File: src/rtl/sc_counter_pkg.sv
// -----------------------------------------------------------------------------
// sc_counter_pkg
// Shared definitions for the small transition-counter family used by the game
// logic (up/down transition counters, edge detectors).
//
// Contents:
//   DOWNTRANSITIONCOUNTER_DATAWIDTH_DEFAULT : default count / bus width
//   ST_IDLE / ST_COUNT / ST_DONE           : counter FSM state encoding
//   scStateName()                          : readable state name helper
// -----------------------------------------------------------------------------
package sc_counter_pkg;

    localparam int DOWNTRANSITIONCOUNTER_DATAWIDTH_DEFAULT = 8;

    // Counter FSM encoding. The fourth code is unused and treated as IDLE.
    localparam logic [1:0] ST_IDLE  = 2'd0;
    localparam logic [1:0] ST_COUNT = 2'd1;
    localparam logic [1:0] ST_DONE  = 2'd2;

    // Readable state name, handy for simulation printouts.
    function automatic string scStateName(input logic [1:0] st);
        case (st)
            ST_IDLE:  return "IDLE";
            ST_COUNT: return "COUNT";
            ST_DONE:  return "DONE";
            default:  return "ILLEGAL";
        endcase
    endfunction

endpackage

File: src/rtl/sc_fallingedge_detect.sv
// -----------------------------------------------------------------------------
// sc_fallingedge_detect
// Detects a 1->0 transition on an active-low level input. The previous-level
// register resets to 1 so a request that is already low when reset releases
// produces a pulse on the first sampled cycle (it really did fall from the
// idle-high assumption); a request held low produces exactly one pulse.
//
// Ports:
//   SC_FALLINGEDGE_DETECT_CLOCK_50      in  1  rising-edge clock
//   SC_FALLINGEDGE_DETECT_RESET_InHigh  in  1  synchronous active-high reset
//   SC_FALLINGEDGE_DETECT_level_InLow   in  1  active-low level being watched
//   SC_FALLINGEDGE_DETECT_fall_OutPulse out 1  high in the cycle the level is
//                                              low and was high last cycle
// -----------------------------------------------------------------------------
module sc_fallingedge_detect (
    input  logic SC_FALLINGEDGE_DETECT_CLOCK_50,
    input  logic SC_FALLINGEDGE_DETECT_RESET_InHigh,
    input  logic SC_FALLINGEDGE_DETECT_level_InLow,
    output logic SC_FALLINGEDGE_DETECT_fall_OutPulse
);

    logic prevLevel_reg;

    always_ff @(posedge SC_FALLINGEDGE_DETECT_CLOCK_50) begin
        if (SC_FALLINGEDGE_DETECT_RESET_InHigh) begin
            prevLevel_reg <= 1'b1;
        end else begin
            prevLevel_reg <= SC_FALLINGEDGE_DETECT_level_InLow;
        end
    end

    // Combinational so the owning counter reacts at the same edge that
    // samples the low level.
    assign SC_FALLINGEDGE_DETECT_fall_OutPulse =
        prevLevel_reg & ~SC_FALLINGEDGE_DETECT_level_InLow;

endmodule

File: src/rtl/sc_downtransitioncounter.sv
// -----------------------------------------------------------------------------
// sc_downtransitioncounter
// Loadable down-counter decrementing once per high-to-low transition of an
// active-low request. Used for countdown timers, lives and obstacle delays.
// Flags zero and emits a one-cycle done pulse when the count expires.
//
// Build option:
//   DOWNTRANSITIONCOUNTER_AUTORELOAD_EN  when defined, a reload register keeps
//       the last loaded value and a 1->0 step restarts the count from it
//       (done still pulses, state stays COUNT). A reload value of 0 behaves
//       like the plain build.
//
// Ports (W = DOWNTRANSITIONCOUNTER_DATAWIDTH):
//   SC_DOWNTRANSITIONCOUNTER_CLOCK_50         in  1  rising-edge clock
//   SC_DOWNTRANSITIONCOUNTER_RESET_InHigh     in  1  synchronous active-high reset
//   SC_DOWNTRANSITIONCOUNTER_load_InLow       in  1  0 = load data_InBUS
//   SC_DOWNTRANSITIONCOUNTER_data_InBUS       in  W  value to load
//   SC_DOWNTRANSITIONCOUNTER_downcount_InLow  in  1  active-low request
//   SC_DOWNTRANSITIONCOUNTER_data_OutBUS      out W  current count (registered)
//   SC_DOWNTRANSITIONCOUNTER_zero_Out         out 1  IDLE/DONE or count==0
//   SC_DOWNTRANSITIONCOUNTER_done_OutPulse    out 1  one-cycle pulse on 1->0
// -----------------------------------------------------------------------------
module sc_downtransitioncounter
    import sc_counter_pkg::*;
#(
    parameter int DOWNTRANSITIONCOUNTER_DATAWIDTH = DOWNTRANSITIONCOUNTER_DATAWIDTH_DEFAULT
) (
    input  logic                                       SC_DOWNTRANSITIONCOUNTER_CLOCK_50,
    input  logic                                       SC_DOWNTRANSITIONCOUNTER_RESET_InHigh,
    input  logic                                       SC_DOWNTRANSITIONCOUNTER_load_InLow,
    input  logic [DOWNTRANSITIONCOUNTER_DATAWIDTH-1:0] SC_DOWNTRANSITIONCOUNTER_data_InBUS,
    input  logic                                       SC_DOWNTRANSITIONCOUNTER_downcount_InLow,
    output logic [DOWNTRANSITIONCOUNTER_DATAWIDTH-1:0] SC_DOWNTRANSITIONCOUNTER_data_OutBUS,
    output logic                                       SC_DOWNTRANSITIONCOUNTER_zero_Out,
    output logic                                       SC_DOWNTRANSITIONCOUNTER_done_OutPulse
);

    localparam int W = DOWNTRANSITIONCOUNTER_DATAWIDTH;
    localparam logic [W-1:0] COUNT_ZERO = '0;
    localparam logic [W-1:0] COUNT_ONE  = W'(1);

    logic [1:0]   state_reg, state_next;
    logic [W-1:0] count_reg, count_next;
    logic         done_reg,  done_next;
    logic         fallPulse;

`ifdef DOWNTRANSITIONCOUNTER_AUTORELOAD_EN
    logic [W-1:0] reload_reg, reload_next;
`endif

    // -------------------------------------------------------------------------
    // Request edge detector
    // -------------------------------------------------------------------------
    sc_fallingedge_detect uFallDetect (
        .SC_FALLINGEDGE_DETECT_CLOCK_50      (SC_DOWNTRANSITIONCOUNTER_CLOCK_50),
        .SC_FALLINGEDGE_DETECT_RESET_InHigh  (SC_DOWNTRANSITIONCOUNTER_RESET_InHigh),
        .SC_FALLINGEDGE_DETECT_level_InLow   (SC_DOWNTRANSITIONCOUNTER_downcount_InLow),
        .SC_FALLINGEDGE_DETECT_fall_OutPulse (fallPulse)
    );

    // -------------------------------------------------------------------------
    // State register
    // -------------------------------------------------------------------------
    always_ff @(posedge SC_DOWNTRANSITIONCOUNTER_CLOCK_50) begin
        if (SC_DOWNTRANSITIONCOUNTER_RESET_InHigh) begin
            state_reg  <= ST_IDLE;
            count_reg  <= COUNT_ZERO;
            done_reg   <= 1'b0;
`ifdef DOWNTRANSITIONCOUNTER_AUTORELOAD_EN
            reload_reg <= COUNT_ZERO;
`endif
        end else begin
            state_reg  <= state_next;
            count_reg  <= count_next;
            done_reg   <= done_next;
`ifdef DOWNTRANSITIONCOUNTER_AUTORELOAD_EN
            reload_reg <= reload_next;
`endif
        end
    end

    // -------------------------------------------------------------------------
    // Next state / next count. Load has priority over a fall; a fall only
    // matters in COUNT, so IDLE and DONE can never underflow.
    // -------------------------------------------------------------------------
    always_comb begin
        state_next  = state_reg;
        count_next  = count_reg;
        done_next   = 1'b0;
`ifdef DOWNTRANSITIONCOUNTER_AUTORELOAD_EN
        reload_next = reload_reg;
`endif

        if (!SC_DOWNTRANSITIONCOUNTER_load_InLow) begin
            count_next = SC_DOWNTRANSITIONCOUNTER_data_InBUS;
            state_next = (SC_DOWNTRANSITIONCOUNTER_data_InBUS != COUNT_ZERO) ? ST_COUNT : ST_DONE;
`ifdef DOWNTRANSITIONCOUNTER_AUTORELOAD_EN
            reload_next = SC_DOWNTRANSITIONCOUNTER_data_InBUS;
`endif
        end else begin
            case (state_reg)
                ST_COUNT: begin
                    if (fallPulse) begin
                        if (count_reg > COUNT_ONE) begin
                            count_next = count_reg - COUNT_ONE;
                        end else if (count_reg == COUNT_ONE) begin
                            done_next = 1'b1;
`ifdef DOWNTRANSITIONCOUNTER_AUTORELOAD_EN
                            if (reload_reg != COUNT_ZERO) begin
                                count_next = reload_reg;
                                state_next = ST_COUNT;
                            end else begin
                                count_next = COUNT_ZERO;
                                state_next = ST_DONE;
                            end
`else
                            count_next = COUNT_ZERO;
                            state_next = ST_DONE;
`endif
                        end
                    end
                end
                ST_IDLE, ST_DONE: begin
                    // Falls are ignored until the next load.
                end
                default: begin
                    // Unused encoding: recover to a clean idle.
                    state_next = ST_IDLE;
                    count_next = COUNT_ZERO;
                end
            endcase
        end
    end

    // -------------------------------------------------------------------------
    // Outputs
    // -------------------------------------------------------------------------
    always_comb begin
        SC_DOWNTRANSITIONCOUNTER_zero_Out = (state_reg != ST_COUNT) || (count_reg == COUNT_ZERO);
    end

    assign SC_DOWNTRANSITIONCOUNTER_data_OutBUS   = count_reg;
    assign SC_DOWNTRANSITIONCOUNTER_done_OutPulse = done_reg;

endmodule

File: config.mk
export PLATFORM = sky130hd
export DESIGN_NAME = sc_downtransitioncounter
export DESIGN_NICKNAME = d
export VERILOG_FILES = /design/src/rtl/sc_counter_pkg.sv /design/src/rtl/sc_fallingedge_detect.sv /design/src/rtl/sc_downtransitioncounter.sv
export SDC_FILE = /design/constraint.sdc
export NUM_CORES = 1
export LEC_CHECK = 0
export CAP_MARGIN = 0
export CORE_MARGIN = 3
export CORE_UTILIZATION = 43
export DETAILED_ROUTE_END_ITERATION = 10
export GPL_ROUTABILITY_DRIVEN = 0
export PLACE_DENSITY = 0.86
export REMOVE_ABC_BUFFERS = 1
export SETUP_SLACK_MARGIN = 0.4
export SYNTH_ARGS = -nofsm -noshare
export SYNTH_HDL_FRONTEND = slang
export SYNTH_SLANG_ARGS = --single-unit
export TNS_END_PERCENT = 1
File: constraint.sdc
create_clock -name SC_DOWNTRANSITIONCOUNTER_CLOCK_50 -period 1.5 [get_ports SC_DOWNTRANSITIONCOUNTER_CLOCK_50]
set_input_delay 0.3 -clock SC_DOWNTRANSITIONCOUNTER_CLOCK_50 [delete_from_list [all_inputs] [get_ports SC_DOWNTRANSITIONCOUNTER_CLOCK_50]]
set_output_delay 0.3 -clock SC_DOWNTRANSITIONCOUNTER_CLOCK_50 [all_outputs]
set_load 0.005 [all_outputs]
==> results of run 1 <==
## worst min-delay path, cell delays in order (launching register included)
cell,delay [ps]
dfxtp_1,330
inv_1,100
nor4_4,50
## final timing paths
path / end / slack [ps] / depth (start not counted)
max: SC_DOWNTRANSITIONCOUNTER_zero_Out / -390 / 5
min reg2reg: SC_DOWNTRANSITIONCOUNTER_done_OutPulse$_SDFF_PP0_ / 510 / 2
max reg2reg: SC_DOWNTRANSITIONCOUNTER_data_OutBUS[5]$_SDFFE_PP0P_ / -290 / 6
min: SC_DOWNTRANSITIONCOUNTER_done_OutPulse$_SDFF_PP0_ / 510 / 2
## power breakdown
part	internal (mW)	switching (mW)
logic	0.264	0.263
clock network	0.148	0.124
registers	0.343	0.0167
## cell usage in the layout (no fill, tap or decap), types with 4 or more instances in the layout
cell type,instances
nor3_1,4
dfxtp_1,4
clkdlybuf4s50_1,11
nor2_1,7
buf_4,24
buf_6,9
dfxtp_2,8
a21oi_1,9
nand2_1,7
inv_1,11
o21ai_1,5
## final cells by class
cell class / count / share of cell area [%]
Multi-Input combinational cell: 81 / 43.54
Timing Repair Buffer: 51 / 31.22
Sequential cell: 12 / 17.59
Inverter: 11 / 2.902
Clock buffer: 4 / 2.551
Tap cell: 25 / 2.199
## metal layers
layer | vias to the layer above | wire length [um]
li1 | 496 | -
met1 | 530 | 1364
met2 | 76 | 1678
met3 | 23 | 247
met4 | 0 | 193
met5 | - | 0
## timing repair
item / 4_1_cts / 5_1_grt
resized for setup: 48 / 14
setup buffers: 0 / 0
setup endpoints to repair: 21 / 21
pin swaps: 11 / 2
## cell families (layout without fill, tap and decap cells)
group,count (synthesis),after routing,share of synthesized area [%]
fa+ha+maj,3,3,4.336
buf+inv,16,66,9.248
simple gates,43,43,29.34
compound gates,35,35,29.34
flops,12,12,27.75
## stage by stage
step	hold slack (ps)	instance area, um^2	power (mW)	setup slack [ps]	cells
after global placement	424.9	1294	0.8028	-350.1	180
after detailed placement	449.9	1294	0.8225	-421.3	180
after CTS	478.0	1394	1.116	-358.5	184
after global routing	545.7	1423	1.209	-416.6	184
final	506.5	1423	1.159	-390.7	184
after floorplan	364.6	827.0	0.5690	-208.2	104
==> results.md, run 1 <==
* Outcome: finished, violations left
* Failing checks: negative setup slack
* Yosys reg bits at 12
* Critical Path Start Type: register
* CTS buffer count at 3
* Post-synth top area cell: dfxtp_1
* Die Area at 2588 um^2
* Largest net degree at the start of global routing at 11
* Area fraction of the dominant cell type after synthesis at 27.75%
* Initial Util at 47.56%
* Met3 Use GR at 4.082%
* Clock Skew at 3.654 ps
* Layout fillers at 107
* First-pass GRT wire length at 5.575 mm
* Num rows at 15
* Final setup violation count at 10
* Per-cell routed wire length at 18.93 um
* Primary FF master, synth: dfxtp_1
* Critical Path Sink Type: output port
* CP max-delay cell: or4_4
* Max FO, Critical Path at 2
* Fin. max-slew vios at 0
* Critical path class: reg2out
* Post-synth EDFFs at 0
* Critical path, cell by cell: or4_4 > nor2_4 > nand2_1 > nand3b_1 > buf_2
* Longest Clk Path Bufs at 2
* DR vias at 1,125
* Yosys warnings at 0
* Sink Count at 12
* Max reg flops at 8
* Leak at 0.6133 nW
* Area of the mapped netlist at 865.8 um^2
* H-tree level count at 1
* Worst setup path startpoint: SC_DOWNTRANSITIONCOUNTER_data_OutBUS[5]$_SDFFE_PP0P_
* Setup TNS at -2236 ps
* Max_slew headroom at 69.00%
* Least-Margin Pin Slew at 460.1 ps
* Drt pass-1 iters at 4
* Multi-input logic area at 619.3 um^2
* Final nets at 175
* Hold-fix buffers, CTS at 0
* Clk pin slew, worst setup/hold paths at 90 ps
* Final Hold Fails at 0
* Starting DRC count in detailed routing at 83
* RSZ-0062 raised after global routing: true
* GR Util met1 at 35.83%
* Worst Hold Class: reg2reg
* # diodes at 0
* Tmin final at 1891 ps
* Layout cells sized above 1 at 45.91%
* Initial antenna violation count at 0
* Synth area leaders: dfxtp_1 28%, a21oi_1 5.8%, inv_1 4.8%
* Worst Path Buf+Inv at 1
* Grt ovf at 0
* DRT Wirelength at 3.484 mm
* Met2 GRT Util at 48.48%
* Pwr dens at 814.5 nW/um^2
* Final Cycle Share at 126.0%
* Required @ worst endpoint at 1200 ps
* DP Wirelength at 2.367 mm
* Vias in the first global route at 1,142
* Top cells by instance count after synthesis: 12 x dfxtp_1, 11 x inv_1, 10 x a21oi_1
* Clock latency on the worst-skew pair at 280 ps
* Sequential fraction of the synthesis area at 27.75%
* GRT Resource Usage Total at 28.67%
* Post-Synthesis Cells at 109
* Die W at 50.87 um
* Max incr delay on CP at 570 ps
* DRC at 0
* CTS tree: built
* Cell with the most instances after synthesis: dfxtp_1
* I/O pins at 22
* Ys async rst share at 0%
* DRT antenna net count at 0
* Core area at 1821 um^2
* Synth cell types at 38
* Most Crowded Layer GR: met2
* Die Ht at 50.87 um
* R2R Path Start: SC_DOWNTRANSITIONCOUNTER_data_OutBUS[5]$_SDFFE_PP0P_
* VDD IR max at 0.0004885 V
* Area Growth Syn to Fin at 64.31%
* FF+latch area at 250.2 um^2
* Port Buffers at 21
* Mapped Avg Cell Area at 7.943 um^2
* Core Util, Final at 78.14%
* Maximum Capacitance Violations at 0
* Clk root buf: clkbuf_4
* F_max at 528.9 MHz
* Final worst slack at -390.7 ps
* CP arrival at 1590 ps
* Top cell family by delay on the critical path: simple AND/OR/NAND/NOR gates
* HP Start: uFallDetect.prevLevel_reg$_SDFF_PP1_
* Vias per std cell at 6.114
No activity file was read; power rests on OpenSTA's default activity.
==> run 2: changes to the inputs <==
- HOLD_SLACK_MARGIN: unset -> 0.12
==> results of run 2 <==
No change in the layout: final DEF, timing and power equal those of run 1.
==> run 3: changes to the inputs <==
- CORE_UTILIZATION: 43 -> 41
- PLACE_DENSITY: 0.86 -> 0.81
- clock period: 1.5 -> 1.95 ns (I/O delays scaled with it)
==> results.md, run 3 (same netlist as run 1, synthesis figures left out) <==
* Top cell family by delay on the critical path: simple AND/OR/NAND/NOR gates
* R2R Path End: SC_DOWNTRANSITIONCOUNTER_data_OutBUS[2]$_SDFFE_PP0P_
* Num rows at 15 (unchanged)
* Hold_ws at 432.7 ps (-73.71 ps)
* Clk root buf: clkbuf_4
* Outcome: completed
* Reg2Reg Setup Slack at 130 ps (+420 ps)
* Port Buffers at 21 (unchanged)
* Hold-fix buffers, CTS at 0 (unchanged)
* Most common cell after layout, fill and taps aside: clkdlybuf4s50_1
* Largest net degree at the start of global routing at 14 (+3)
* Final nets at 160 (-8.6%)
* Max reg flops at 8 (unchanged)
* I/O pins at 22 (unchanged)
* Max FO, Critical Path at 2 (unchanged)
* Worst hold path depth at 2 (unchanged)
* CTS tree: built
* Max_slew headroom at 65.28% (-3.7 points)
* Tmin final at 1873 ps
* Leak at 0.4948 nW (-19%)
* Die W at 51.96 um (+2.1%)
* Final worst slack at 77.39 ps (+468.1 ps)
* Initial Util at 46.60% (-0.96 points)
* Initial antenna violation count at 0 (unchanged)
* Clk pin slew, worst setup/hold paths at 80 ps (about the same)
* Die Area at 2699 um^2 (+4.3%)
* Most frequent cells in the layout: 20 x clkdlybuf4s50_1, 15 x buf_4, 11 x dfxtp_1, 10 x inv_1, 10 x a21oi_1
* Clock latency on the worst-skew pair at 270 ps (about the same)
* Fin. max-slew vios at 0 (unchanged)
* CP max-delay cell: or4_4
* DP Wirelength at 1.930 mm (-18%)
* Pre-CTS setup slack at -29.58 ps (+391.7 ps)
* R2R Path Start: SC_DOWNTRANSITIONCOUNTER_data_OutBUS[4]$_SDFFE_PP0P_
* Critical Path Sink Type: output port
* Vias in the first global route at 944 (-17%)
* Core Util, Final at 65.59% (-13 points)
* F_max at 534.0 MHz
* Hold endpoint: SC_DOWNTRANSITIONCOUNTER_done_OutPulse$_SDFF_PP0_
* GRT Resource Usage Total at 19.64% (-9.0 points)
* Pwr dens at 609.6 nW/um^2 (-25%)
* Final Hold Fails at 0 (unchanged)
* Per-cell routed wire length at 15.04 um (-21%)
* Total chip power at 742.9 uW (-36%)
* Grt ovf at 0 (unchanged)
* First-pass GRT wire length at 4.008 mm (-28%)
* DRC at 0 (unchanged)
* Critical Path Start Type: register
* Least-Margin Pin Slew at 520.8 ps (+60.73 ps)
* Core area at 1858 um^2 (+2.1%)
* Worst Path Buf+Inv at 1 (unchanged)
* H-tree level count at 1 (unchanged)
* Final Cycle Share at 96.03%
* CTS buffer count at 3 (unchanged)
* Sink Count at 12 (unchanged)
* Critical path class: reg2out
* Worst Hold Class: reg2reg
* VDD IR max at 0.0003669 V (-25%)
* Cell depth of the worst setup path at 5 (unchanged)
* DRT Wirelength at 2.526 mm (-27%)
* Post-DP Area at 1181 um^2 (-8.7%)
* Maximum Capacitance Violations at 0 (unchanged)
* Vias per std cell at 5.946 (-2.7%)
* Starting DRC count in detailed routing at 51 (-39%)
* Final Cell Area at 1219 um^2 (-14%)
* # diodes at 0 (unchanged)
* Longest Clk Path Bufs at 2 (unchanged)
* Drt pass-1 iters at 4 (unchanged)
* Required @ worst endpoint at 1560 ps (+360 ps)
* Layout cells sized above 1 at 25.17% (-21 points)
* HP Start: uFallDetect.prevLevel_reg$_SDFF_PP1_
* DR vias at 999 (-11%)
* Final setup violation count at 0 (-10)
* CP arrival at 1480 ps (-110 ps)
* RSZ-0062 raised after global routing: true
* DRT antenna net count at 0 (unchanged)
* Path depth of the worst reg2reg path at 6 (unchanged)
* Die Ht at 51.96 um (+2.1%)
* Layout fillers at 143 (+34%)
* Max incr delay on CP at 550 ps (-20 ps)
* Critical path, cell by cell: or4_4 > nor2_4 > nand2_1 > nand3b_1 > buf_2
* Area Growth Syn to Fin at 40.75%
* Clock Skew at 4.421 ps (+0.7673 ps)
[run 3: cell count changes in the layout (fill, tap and decap cells not counted), sizes merged]
cell	previous run	this run
clkdlybuf4s15	1	0
buf	35	16
clkbuf	5	3
clkdlybuf4s50	11	20
dlygate4sd2	3	0
[run 3: layout make-up]
cell class | count | area (um^2) | share of cell area (%)
clock buffers | 3 | 22.52 | 1.848
well taps | 25 | 31.28 | 2.567
flip-flops and latches | 12 | 241.5 | 19.82
multi-input cells | 81 | 564.3 | 46.30
repair buffers | 36 | 317.8 | 26.08
inverters | 11 | 41.29 | 3.388
[run 3: how the worst max path moves through the flow]
stage                                                      endpoint  slack, ps                                                 start
2_1_floorplan  SC_DOWNTRANSITIONCOUNTER_data_OutBUS[4]$_SDFFE_PP0P_        240  SC_DOWNTRANSITIONCOUNTER_data_OutBUS[0]$_SDFFE_PP0P_
3_3_place_gp                      SC_DOWNTRANSITIONCOUNTER_zero_Out          4  SC_DOWNTRANSITIONCOUNTER_data_OutBUS[3]$_SDFFE_PP0P_
3_5_place_dp                      SC_DOWNTRANSITIONCOUNTER_zero_Out        -30  SC_DOWNTRANSITIONCOUNTER_data_OutBUS[3]$_SDFFE_PP0P_
4_1_cts                           SC_DOWNTRANSITIONCOUNTER_zero_Out         50  SC_DOWNTRANSITIONCOUNTER_data_OutBUS[6]$_SDFFE_PP0P_
5_1_grt                           SC_DOWNTRANSITIONCOUNTER_zero_Out         20  SC_DOWNTRANSITIONCOUNTER_data_OutBUS[6]$_SDFFE_PP0P_
6_report                          SC_DOWNTRANSITIONCOUNTER_zero_Out         80  SC_DOWNTRANSITIONCOUNTER_data_OutBUS[6]$_SDFFE_PP0P_
[run 3: repair_timing]
action,CTS,global route
resized for setup,5,4
pin swaps,3,1
setup endpoints to repair,18,20
buffers inserted,0,0
[run 3: metal layers]
layer  up-vias  wire [um]  global-route usage (%)
met5         -          0                       0
met4         0         77                   10.48
met3        12        267                   3.438
met2        69       1070                   29.92
met1       452       1110                   26.05
li1        466          -                       -
[run 3: through the flow]
stage | TNS (ps) | cells
finish | 0 | 168
global route | 0 | 168
detailed placement | -47.76 | 165
floorplan | 0 | 104
CTS | 0 | 168
global placement | 0 | 165
[run 3: where the power goes]
part	switching (mW)	leakage (nW)	internal, mW	total, mW
Sequential	0.0127	0.0993	0.262	0.274
Clock	0.0869	0.0138	0.0715	0.158
Combinational	0.156	0.382	0.155	0.310
Total	0.255	0.495	0.488	0.743
[run 3: worst reg2reg max path, stage by stage, from the launching register on]
cell      delay [ps]
dfxtp_1          320
buf_4            160
or4_1            530
o21ai_0          160
o21ai_0          130
a221oi_1         330
nor3_2            80
